## src/rtl/lambda_pe_ctrl.sv

```systemverilog
// Weight/iact sequencer for a chain of lambda PEs. Loads weight set n+1 into the
// shadow ping/pong bank while set n is computed from the active bank.
module lambda_pe_ctrl #(
    parameter int NUM_PE             = 4,
    parameter int DATA_WIDTH         = 8,
    parameter int WEIGHTS_DEPTH      = 16,
    parameter int LOG2_WEIGHTS_DEPTH = 4
) (
    input  logic                          clk,
    input  logic                          rst_n,
    input  logic                          i_cfg_valid,
    input  logic [LOG2_WEIGHTS_DEPTH-1:0] i_cfg_k,
    input  logic [15:0]                   i_cfg_passes,
    input  logic [7:0]                    i_cfg_sets,
    input  logic [DATA_WIDTH-1:0]         i_w_data,
    input  logic                          i_w_valid,
    output logic                          o_w_ready,
    input  logic [DATA_WIDTH-1:0]         i_a_data,
    input  logic                          i_a_valid,
    output logic                          o_a_ready,
    output logic [DATA_WIDTH-1:0]         o_weights,
    output logic [LOG2_WEIGHTS_DEPTH-1:0] o_weights_addr,
    output logic                          o_weights_valid,
    output logic [LOG2_WEIGHTS_DEPTH-1:0] o_pe_sel,
    output logic                          o_weights_ping_pong_sel,
    output logic [DATA_WIDTH-1:0]         o_iacts,
    output logic                          o_iacts_valid,
    output logic [LOG2_WEIGHTS_DEPTH-1:0] o_weights_sel_for_iacts_use,
    output logic [LOG2_WEIGHTS_DEPTH-1:0] o_weights_to_use,
    output logic                          o_busy,
    output logic                          o_done
);
    localparam int AW = LOG2_WEIGHTS_DEPTH;
    localparam logic [AW-1:0] MAX_K   = AW'(WEIGHTS_DEPTH - 1);
    localparam logic [AW-1:0] LAST_PE = AW'(NUM_PE - 1);

    typedef enum logic [2:0] {S_IDLE, S_PRELOAD, S_RUN, S_SWAP, S_DRAIN} state_t;

    state_t                state_q, state_d;
    logic [AW-1:0]         k_q, k_d;
    logic [15:0]           passes_q, passes_d, pass_cnt_q, pass_cnt_d;
    logic [7:0]            sets_q, sets_d, set_cnt_q, set_cnt_d;
    logic [AW-1:0]         w_cnt_q, w_cnt_d, pe_cnt_q, pe_cnt_d, a_cnt_q, a_cnt_d;
    logic                  w_loaded_q, w_loaded_d, a_done_q, a_done_d;
    logic                  sel_q, sel_d;
    logic [1:0]            phase_q, phase_d;
    logic [DATA_WIDTH-1:0] weights_q, weights_d, iacts_q, iacts_d;
    logic [AW-1:0]         waddr_q, waddr_d, pe_sel_q, pe_sel_d, a_sel_q, a_sel_d;
    logic                  wvalid_q, wvalid_d, avalid_q, avalid_d, done_q, done_d;
    logic                  w_ready, a_ready, w_fire, a_fire;

    always_comb begin
        w_ready = (state_q == S_PRELOAD) ||
                  ((state_q == S_RUN) && (set_cnt_q != sets_q) && !w_loaded_q);
        a_ready = (state_q == S_RUN) && !a_done_q;
        w_fire  = i_w_valid && w_ready;
        a_fire  = i_a_valid && a_ready;

        state_d    = state_q;
        k_d        = k_q;
        passes_d   = passes_q;
        sets_d     = sets_q;
        pass_cnt_d = pass_cnt_q;
        set_cnt_d  = set_cnt_q;
        w_cnt_d    = w_cnt_q;
        pe_cnt_d   = pe_cnt_q;
        a_cnt_d    = a_cnt_q;
        w_loaded_d = w_loaded_q;
        a_done_d   = a_done_q;
        sel_d      = sel_q;
        phase_d    = phase_q;
        weights_d  = weights_q;
        waddr_d    = waddr_q;
        pe_sel_d   = pe_sel_q;
        iacts_d    = iacts_q;
        a_sel_d    = a_sel_q;
        wvalid_d   = w_fire;
        avalid_d   = a_fire;
        done_d     = 1'b0;

        // Load side: PE-major walk, addr 0..K then next PE.
        if (w_fire) begin
            weights_d = i_w_data;
            waddr_d   = w_cnt_q;
            pe_sel_d  = pe_cnt_q;
            if (w_cnt_q == k_q) begin
                w_cnt_d = '0;
                if (pe_cnt_q == LAST_PE) begin
                    pe_cnt_d   = '0;
                    w_loaded_d = 1'b1;
                end else begin
                    pe_cnt_d = pe_cnt_q + 1'b1;
                end
            end else begin
                w_cnt_d = w_cnt_q + 1'b1;
            end
        end

        if (a_fire) begin
            iacts_d = i_a_data;
            a_sel_d = a_cnt_q;
            if (a_cnt_q == k_q) begin
                a_cnt_d = '0;
                if (pass_cnt_q == passes_q) a_done_d = 1'b1;
                else                        pass_cnt_d = pass_cnt_q + 1'b1;
            end else begin
                a_cnt_d = a_cnt_q + 1'b1;
            end
        end

        case (state_q)
            S_IDLE: begin
                if (i_cfg_valid) begin
                    // Saturate K so a non-power-of-two depth can never overrun the buffer.
                    k_d        = (i_cfg_k > MAX_K) ? MAX_K : i_cfg_k;
                    passes_d   = i_cfg_passes;
                    sets_d     = i_cfg_sets;
                    pass_cnt_d = '0;
                    set_cnt_d  = '0;
                    w_cnt_d    = '0;
                    pe_cnt_d   = '0;
                    a_cnt_d    = '0;
                    w_loaded_d = 1'b0;
                    a_done_d   = 1'b0;
                    sel_d      = 1'b0;
                    phase_d    = '0;
                    state_d    = S_PRELOAD;
                end
            end
            S_PRELOAD: begin
                if (w_fire && (w_cnt_q == k_q) && (pe_cnt_q == LAST_PE)) begin
                    phase_d = '0;
                    state_d = S_SWAP;
                end
            end
            S_SWAP: begin
                if (phase_q == 2'd1) begin
                    sel_d      = ~sel_q;
                    a_cnt_d    = '0;
                    pass_cnt_d = '0;
                    a_done_d   = 1'b0;
                    w_cnt_d    = '0;
                    pe_cnt_d   = '0;
                    w_loaded_d = 1'b0;
                    phase_d    = '0;
                    state_d    = S_RUN;
                end else begin
                    phase_d = phase_q + 1'b1;
                end
            end
            S_RUN: begin
                if (a_done_q) begin
                    if (set_cnt_q == sets_q) begin
                        phase_d = '0;
                        state_d = S_DRAIN;
                    end else if (w_loaded_q) begin
                        set_cnt_d = set_cnt_q + 1'b1;
                        phase_d   = '0;
                        state_d   = S_SWAP;
                    end
                end
            end
            S_DRAIN: begin
                if (phase_q == 2'd3) begin
                    done_d  = 1'b1;
                    state_d = S_IDLE;
                end else begin
                    phase_d = phase_q + 1'b1;
                end
            end
            default: state_d = S_IDLE;
        endcase
    end

    always_ff @(posedge clk or negedge rst_n) begin
        if (!rst_n) begin
            state_q    <= S_IDLE;
            k_q        <= '0;
            passes_q   <= '0;
            sets_q     <= '0;
            pass_cnt_q <= '0;
            set_cnt_q  <= '0;
            w_cnt_q    <= '0;
            pe_cnt_q   <= '0;
            a_cnt_q    <= '0;
            w_loaded_q <= 1'b0;
            a_done_q   <= 1'b0;
            sel_q      <= 1'b0;
            phase_q    <= '0;
            weights_q  <= '0;
            waddr_q    <= '0;
            pe_sel_q   <= '0;
            iacts_q    <= '0;
            a_sel_q    <= '0;
            wvalid_q   <= 1'b0;
            avalid_q   <= 1'b0;
            done_q     <= 1'b0;
        end else begin
            state_q    <= state_d;
            k_q        <= k_d;
            passes_q   <= passes_d;
            sets_q     <= sets_d;
            pass_cnt_q <= pass_cnt_d;
            set_cnt_q  <= set_cnt_d;
            w_cnt_q    <= w_cnt_d;
            pe_cnt_q   <= pe_cnt_d;
            a_cnt_q    <= a_cnt_d;
            w_loaded_q <= w_loaded_d;
            a_done_q   <= a_done_d;
            sel_q      <= sel_d;
            phase_q    <= phase_d;
            weights_q  <= weights_d;
            waddr_q    <= waddr_d;
            pe_sel_q   <= pe_sel_d;
            iacts_q    <= iacts_d;
            a_sel_q    <= a_sel_d;
            wvalid_q   <= wvalid_d;
            avalid_q   <= avalid_d;
            done_q     <= done_d;
        end
    end

    assign o_w_ready                   = w_ready;
    assign o_a_ready                   = a_ready;
    assign o_weights                   = weights_q;
    assign o_weights_addr              = waddr_q;
    assign o_weights_valid             = wvalid_q;
    assign o_pe_sel                    = pe_sel_q;
    assign o_weights_ping_pong_sel     = sel_q;
    assign o_iacts                     = iacts_q;
    assign o_iacts_valid               = avalid_q;
    assign o_weights_sel_for_iacts_use = a_sel_q;
    assign o_weights_to_use            = k_q;
    assign o_busy                      = (state_q != S_IDLE);
    assign o_done                      = done_q;

endmodule

```

## config.mk

```make
export PLATFORM = sky130hd
export DESIGN_NAME = lambda_pe_ctrl
export DESIGN_NICKNAME = d
export VERILOG_FILES = /design/src/rtl/lambda_pe_ctrl.sv
export SDC_FILE = /design/constraint.sdc
export NUM_CORES = 1
export LEC_CHECK = 0
export BUFFER_PORTS_ARGS = -buffer_cell sky130_fd_sc_hd__buf_2
export CAP_MARGIN = 20
export CORE_MARGIN = 3
export CORE_UTILIZATION = 45
export DETAILED_ROUTE_END_ITERATION = 8
export PLACE_DENSITY = 0.79
export RECOVER_POWER = 100
export SLEW_MARGIN = 20
export SYNTH_ARGS = -nofsm -noshare
export SYNTH_HDL_FRONTEND = slang
export SYNTH_SLANG_ARGS = --single-unit
```

## constraint.sdc

```tcl
create_clock -name clk -period 2.65 [get_ports clk]
set_input_delay 0 -clock clk [delete_from_list [all_inputs] [get_ports clk]]
set_output_delay 0 -clock clk [all_outputs]
set_load 0.02 [all_outputs]
```

# Word level (Yosys, flattened, before mapping)
# Cells that the tools add are included.
[op_classes]
addsub = 6
n_lt_le_gt_ge = 1
n_eq_ne = 21
mux = 61
bitwise_logic = 1
reduce_logical = 20
[ops]
columns = ["cell", "n"]
rows = [
  ["$mux W16", 5],
  ["$mux W4", 14],
  ["$mux W8", 4],
  ["$pmux W16 S2", 1],
  ["$pmux W4 S2", 3],
  ["$mux W3", 7],
  ["$add A16 B1 Y16 const B", 1],
  ["$eq A16 B16 Y1", 1],
  ["$pmux W8 S2", 1],
  ["$pmux W3 S5", 1],
  ["$mux W1", 14],
  ["$mux W2", 7],
  ["$ne A2 B2 Y1 const B", 7],
  ["$add A4 B1 Y4 const B", 3],
  ["$reduce_and A6 Y1", 2],
  ["$pmux W2 S5", 1],
  ["$add A8 B1 Y8 const B", 1],
  ["$eq A4 B4 Y1", 2],
  ["$eq A8 B8 Y1", 1],
  ["$ne A8 B8 Y1", 1],
  ["$logic_and A1 B1 Y1", 7],
  ["$eq A3 B2 Y1 const B", 2],
  ["$pmux W1 S2", 3],
  ["$reduce_and A5 Y1", 1],
  ["other kinds (18)", 20],
]
[totals]
regBits = 103
input_bits = 49
out_inout_bits = 39
elab_cells = 131

# Depth between registers and ports, before layout
[logic_depth]
depth_word = 9
mapped_depth = 8
depth_no_buf = 7

# Worst setup path before layout
# Ideal clock, no wire load.
[synth_timing]
kind = "flip-flop to flip-flop"
from = "register k_q[1], in the netlist o_weights_to_use[1]"
to = "register pass_cnt_q[10]"
setup_ns = 0.078
arrival_ns = 1.923
required_time_ns = 2.572
slack_ns = 0.648
stages_incl_launch_ff = 7
n_path_buf = 0
period_less_slack_ns = 2.002
path_cell_list = "dfrtp_1 -> xor2_1 -> nor4_4 -> and2_4 -> nand2b_4 -> or4_1 -> a21oi_1"
[synth_between]
elab_chain_len = 5
elab_cells_between_ends = 6
classes_between = "eq/ne: 1; mux: 5"
[synth_rtl]
columns = ["element", "line", "source"]
rows = [
  ["from (decl)", "40", "logic [AW-1:0] k_q, k_d;"],
  ["from (signal assigned)", "200", "k_q <= k_d;"],
  ["$eq A4 B4 Y1 (*)", "102", "if (a_cnt_q == k_q) begin"],
  ["$mux W16 (*)", "102", ""],
  ["$mux W16 (*)", "99", "if (a_fire) begin"],
  ["$mux W16, on equally long branches", "137, 113", ""],
  ["$pmux W16 S2 (*)", "111", "case (state_q)"],
  ["named net pass_cnt_d[10]", "41", "logic [15:0] passes_q, passes_d, pass_cnt_q, pass_cnt_d;"],
  ["to (signal assigned)", "203", "pass_cnt_q <= pass_cnt_d;"],
  ["to (decl)", "41", ""],
]
# Mark *: on every way through the listed nets, which the timed path passes. The rest lies on a longest branch.
# A chain may end at the register's enable or synchronous reset.

# Worst setup path in the final report
[layout_timing]
from = "register state_q[0]"
to = "register pass_cnt_q[10]"
[layout_between]
elab_chain_len = 6
elab_cells_between_ends = 9
classes_between = "eq/ne: 2; mux: 4; reduce/logical: 3"
[layout_rtl]
columns = ["element", "line", "source"]
rows = [
  ["from (decl)", "39", "state_t state_q, state_d;"],
  ["from (signal assigned)", "199", "state_q <= state_d;"],
  ["$eq A3 B2 Y1", "55", "a_ready = (state_q == S_RUN) && !a_done_q;"],
  ["$logic_and A1 B1 Y1", "55", ""],
  ["$logic_and A1 B1 Y1", "57", "a_fire = i_a_valid && a_ready;"],
  ["$mux W16", "99", ""],
  ["$mux W16, on equally long branches", "137, 113", ""],
  ["$pmux W16 S2 (*)", "111", ""],
  ["named net pass_cnt_d[10]", "41", ""],
]
# Marks and branches as above.

==> results.sh <==
export IMPL_grt_max_degree=64
export IMPL_clk_pin_slew_ps=100
export IMPL_vias=3769
export IMPL_setup_tns_ps=0
export IMPL_p_leak_nw=2.75
export IMPL_wl_per_cell_um=14.4
export IMPL_yosys_warnings=0
export IMPL_cts_buffer_depth=2
export IMPL_antenna_cells=0
export IMPL_ys_types=53
export IMPL_avgSynthCellArea_sq_um=11.1
export IMPL_routed_wl_um=10300
export IMPL_clock_skew_ps=9.13
export IMPL_finalInstanceArea_sq_um=6120
export IMPL_met2_length_um=4910
export IMPL_synth_common_cells="103 x dfrtp_1, 56 x nand2_1, 45 x mux2_2"
export IMPL_gp_congestion=0.858
export IMPL_ys_seq_area_share_pct=52.2
export IMPL_min_period_ps=2340
export IMPL_cts_max_level=3
export IMPL_status="finished with violations"
export IMPL_synth_top_area_cell="dfrtp_1"
export IMPL_synth_most_common_cell="dfrtp_1"
export IMPL_holdCritPathClass="input port to register"
export IMPL_syn_cell_area_sq_um=4940
export IMPL_setup_viol=0
export IMPL_port_buffers=87
export IMPL_cts_tree="yes"
export IMPL_drive_above_1_share_pct=22.1
export IMPL_cts_resized=0
export IMPL_final_nets=635
export IMPL_numCtsBuffers=9
export IMPL_overflow=0
export IMPL_clock_sinks=103
export IMPL_grt_setup_unrepaired="no"
export IMPL_coreArea_sq_um=10500
export IMPL_ys_ff_latch=103
export IMPL_cp_arrival_ps=2630
export IMPL_dieArea_sq_um=12300
export IMPL_post_cts_buffers=0
export IMPL_synth_top_area_share_pct=52.2
export IMPL_antenna_found_initial=0
export IMPL_worst_pin_slew_ps=1530
export IMPL_cp_max_fo=18
export IMPL_wl_met1_um=4720
export IMPL_period_share_pct=88.4
export IMPL_fillerInstances=867
export IMPL_via_per_inst=5.24
export IMPL_num_rows=37
export IMPL_clock_latency_ps=360
export IMPL_synth_nets=501
export IMPL_critical_path_class="register to register"
export IMPL_syn_to_final_growth_pct=23.9
export IMPL_die_w_um=111
export IMPL_hpwlAfterDp_um=7250
export IMPL_dpl_instance_area_sq_um=5560
export IMPL_synthCells=444
export IMPL_first_global_vias=3654
export IMPL_die_y_um=111
export IMPL_cp_required_ps=2940
export IMPL_root_buffer="clkbuf_8"
export IMPL_synth_flop_cell="dfrtp_1"
export IMPL_ctsHoldBuffers=45
export IMPL_failed_checks="capacitance limit, slew limit"
export IMPL_dr_wl_met3_um=591
export IMPL_hold_viol_final=0
export IMPL_start_kind="register"
export IMPL_drc=0
export IMPL_hold_ws_ps=53.8
export IMPL_worst_slack_ps=308
export IMPL_track_usage_pct=17.2
export IMPL_ios=88
export IMPL_top_layer="met4"
export IMPL_initial_core_util_pct=47.0
export IMPL_end_kind="register"
export IMPL_relSlewSlack_pct=-2.27
export IMPL_drt_iter0_drc=247
export IMPL_async_reset_ff_share_pct=100
export IMPL_powerDensity_nw_per_um2=898
export IMPL_fin_total_pwr_mw=5.50
export IMPL_ant_nets=0
export IMPL_post_place_ws_ps=374
export IMPL_synthTopCellsByArea="dfrtp_1 52%, mux2_2 10%, xnor2_1 6.4%, nand2_1 4.3%, xor2_1 2.5%"
export IMPL_first_pass_iters=4
export IMPL_irDropWorstVdd_mv=0.475
export IMPL_synth_edf_count=0
export IMPL_slew_viol_final=63
export IMPL_cap_violations=1
export IMPL_max_freq_mhz=427
export IMPL_grt_pass1_wl_um=17800
==> path summary, 6_finish.rpt <==
kind                                                start                        endpoint  slack [ps]  cells after the start
max                                            state_q[0]                  pass_cnt_q[10]         310                      7
min                                             i_a_valid                   o_iacts_valid          50                      3
max reg2reg                                    state_q[0]                  pass_cnt_q[10]         310                      7
min reg2reg                o_weights_sel_for_iacts_use[2]  o_weights_sel_for_iacts_use[2]         480                      2
max in group asynchronous                           rst_n                     passes_q[6]        1150                      3
min in group asynchronous                           rst_n                    o_weights[2]         590                      2
==> kinds of logic (layout without fill, tap and decap cells) <==
logic type	Yosys count	after routing	share of synthesized area (%)
AND/OR/NAND/NOR	162	162	17.4
flip-flops	103	103	52.2
multiplexers	51	51	11.5
buffers and inverters	25	164	2.15
XOR/XNOR	50	50	8.87
AO/OA/AOI/OAI	45	45	5.83
adder cells (fa/ha/maj)	8	8	2.03
==> area by class of cell <==
| class | instances | area (sq um) | area share [%] |
|---|---|---|---|
| timing repair buffer | 138 | 902 | 14.7 |
| tap | 136 | 170 | 2.78 |
| multi-input combinational | 316 | 2240 | 36.7 |
| sequential | 103 | 2580 | 42.1 |
| clock buffer | 10 | 138 | 2.25 |
| inverter | 10 | 37.5 | 0.613 |
| clock inverter | 6 | 51.3 | 0.838 |
==> worst max-delay path: stages (launching register included) <==
cell and delay, ps:
dfrtp_1 520, nor2_1 290, nand4b_4 140, inv_2 240, and2_1 330, nand2b_4 100
or4_1 510, a21oi_1 150
==> metal layers <==
| layer | global-route usage [%] | vias up |
|---|---|---|
| li1 | - | 1818 |
| met1 | 23.1 | 1825 |
| met2 | 28.1 | 116 |
| met3 | 4.64 | 10 |
| met4 | 3.53 | 0 |
| met5 | 0 | - |
==> power breakdown <==
group	internal [mW]	leakage, nW	total, mW	switching (mW)
logic	0.897	1.33	2.06	1.17
registers	2.07	1.33	2.50	0.435
clock network	0.381	0.0939	0.928	0.547
total	3.35	2.75	5.50	2.15
==> sequential cells by signal, summed over array words and instances (netlist names), 2 cells and up <==
signal                       cells
set_cnt_q                        8
o_iacts                          8
sets_q                           8
w_cnt_q                          4
o_pe_sel                         4
phase_q                          2
passes_q                        16
pe_cnt_q                         4
state_q                          3
o_weights_addr                   4
o_weights                        8
a_cnt_q                          4
pass_cnt_q                      16
o_weights_to_use                 4
o_weights_sel_for_iacts_use      4
==> metrics by stage <==
stage                     std cells  util [%]
after global routing            719      58.2
after detailed placement        658      52.9
final                           719      58.2
after CTS                       719      59.0
after floorplan                 444         -
after global placement          658      52.9
==> cells in the final DEF (no fill, tap or decap), types with 2 or more instances in the layout <==
| cell | n |
|---|---|
| a21boi_0 | 2 |
| nor2_1 | 33 |
| or2_2 | 3 |
| xor2_1 | 14 |
| clkbuf_8 | 10 |
| nor3b_1 | 2 |
| nand4_1 | 13 |
| nor3_1 | 6 |
| nand2b_1 | 3 |
| o21ai_0 | 12 |
| clkbuf_1 | 39 |
| dfrtp_1 | 103 |
| nand2_1 | 56 |
| a21o_1 | 3 |
| clkbuf_2 | 2 |
| or3_1 | 7 |
| inv_6 | 3 |
| ha_1 | 8 |
| buf_4 | 2 |
| nand4b_1 | 2 |
| nor4_1 | 4 |
| xnor2_1 | 36 |
| and3_1 | 5 |
| nor4_4 | 2 |
| a21bo_2 | 2 |
| nor4b_1 | 2 |
| clkinv_4 | 2 |
| buf_2 | 48 |
| mux2_2 | 45 |
| dlygate4sd3_1 | 45 |
| o22ai_1 | 2 |
| inv_1 | 9 |
| buf_12 | 2 |
| or4_1 | 2 |
| nand3_1 | 15 |
| a21oi_1 | 14 |
| mux2i_1 | 6 |
No activity file was read; power rests on OpenSTA's default activity.
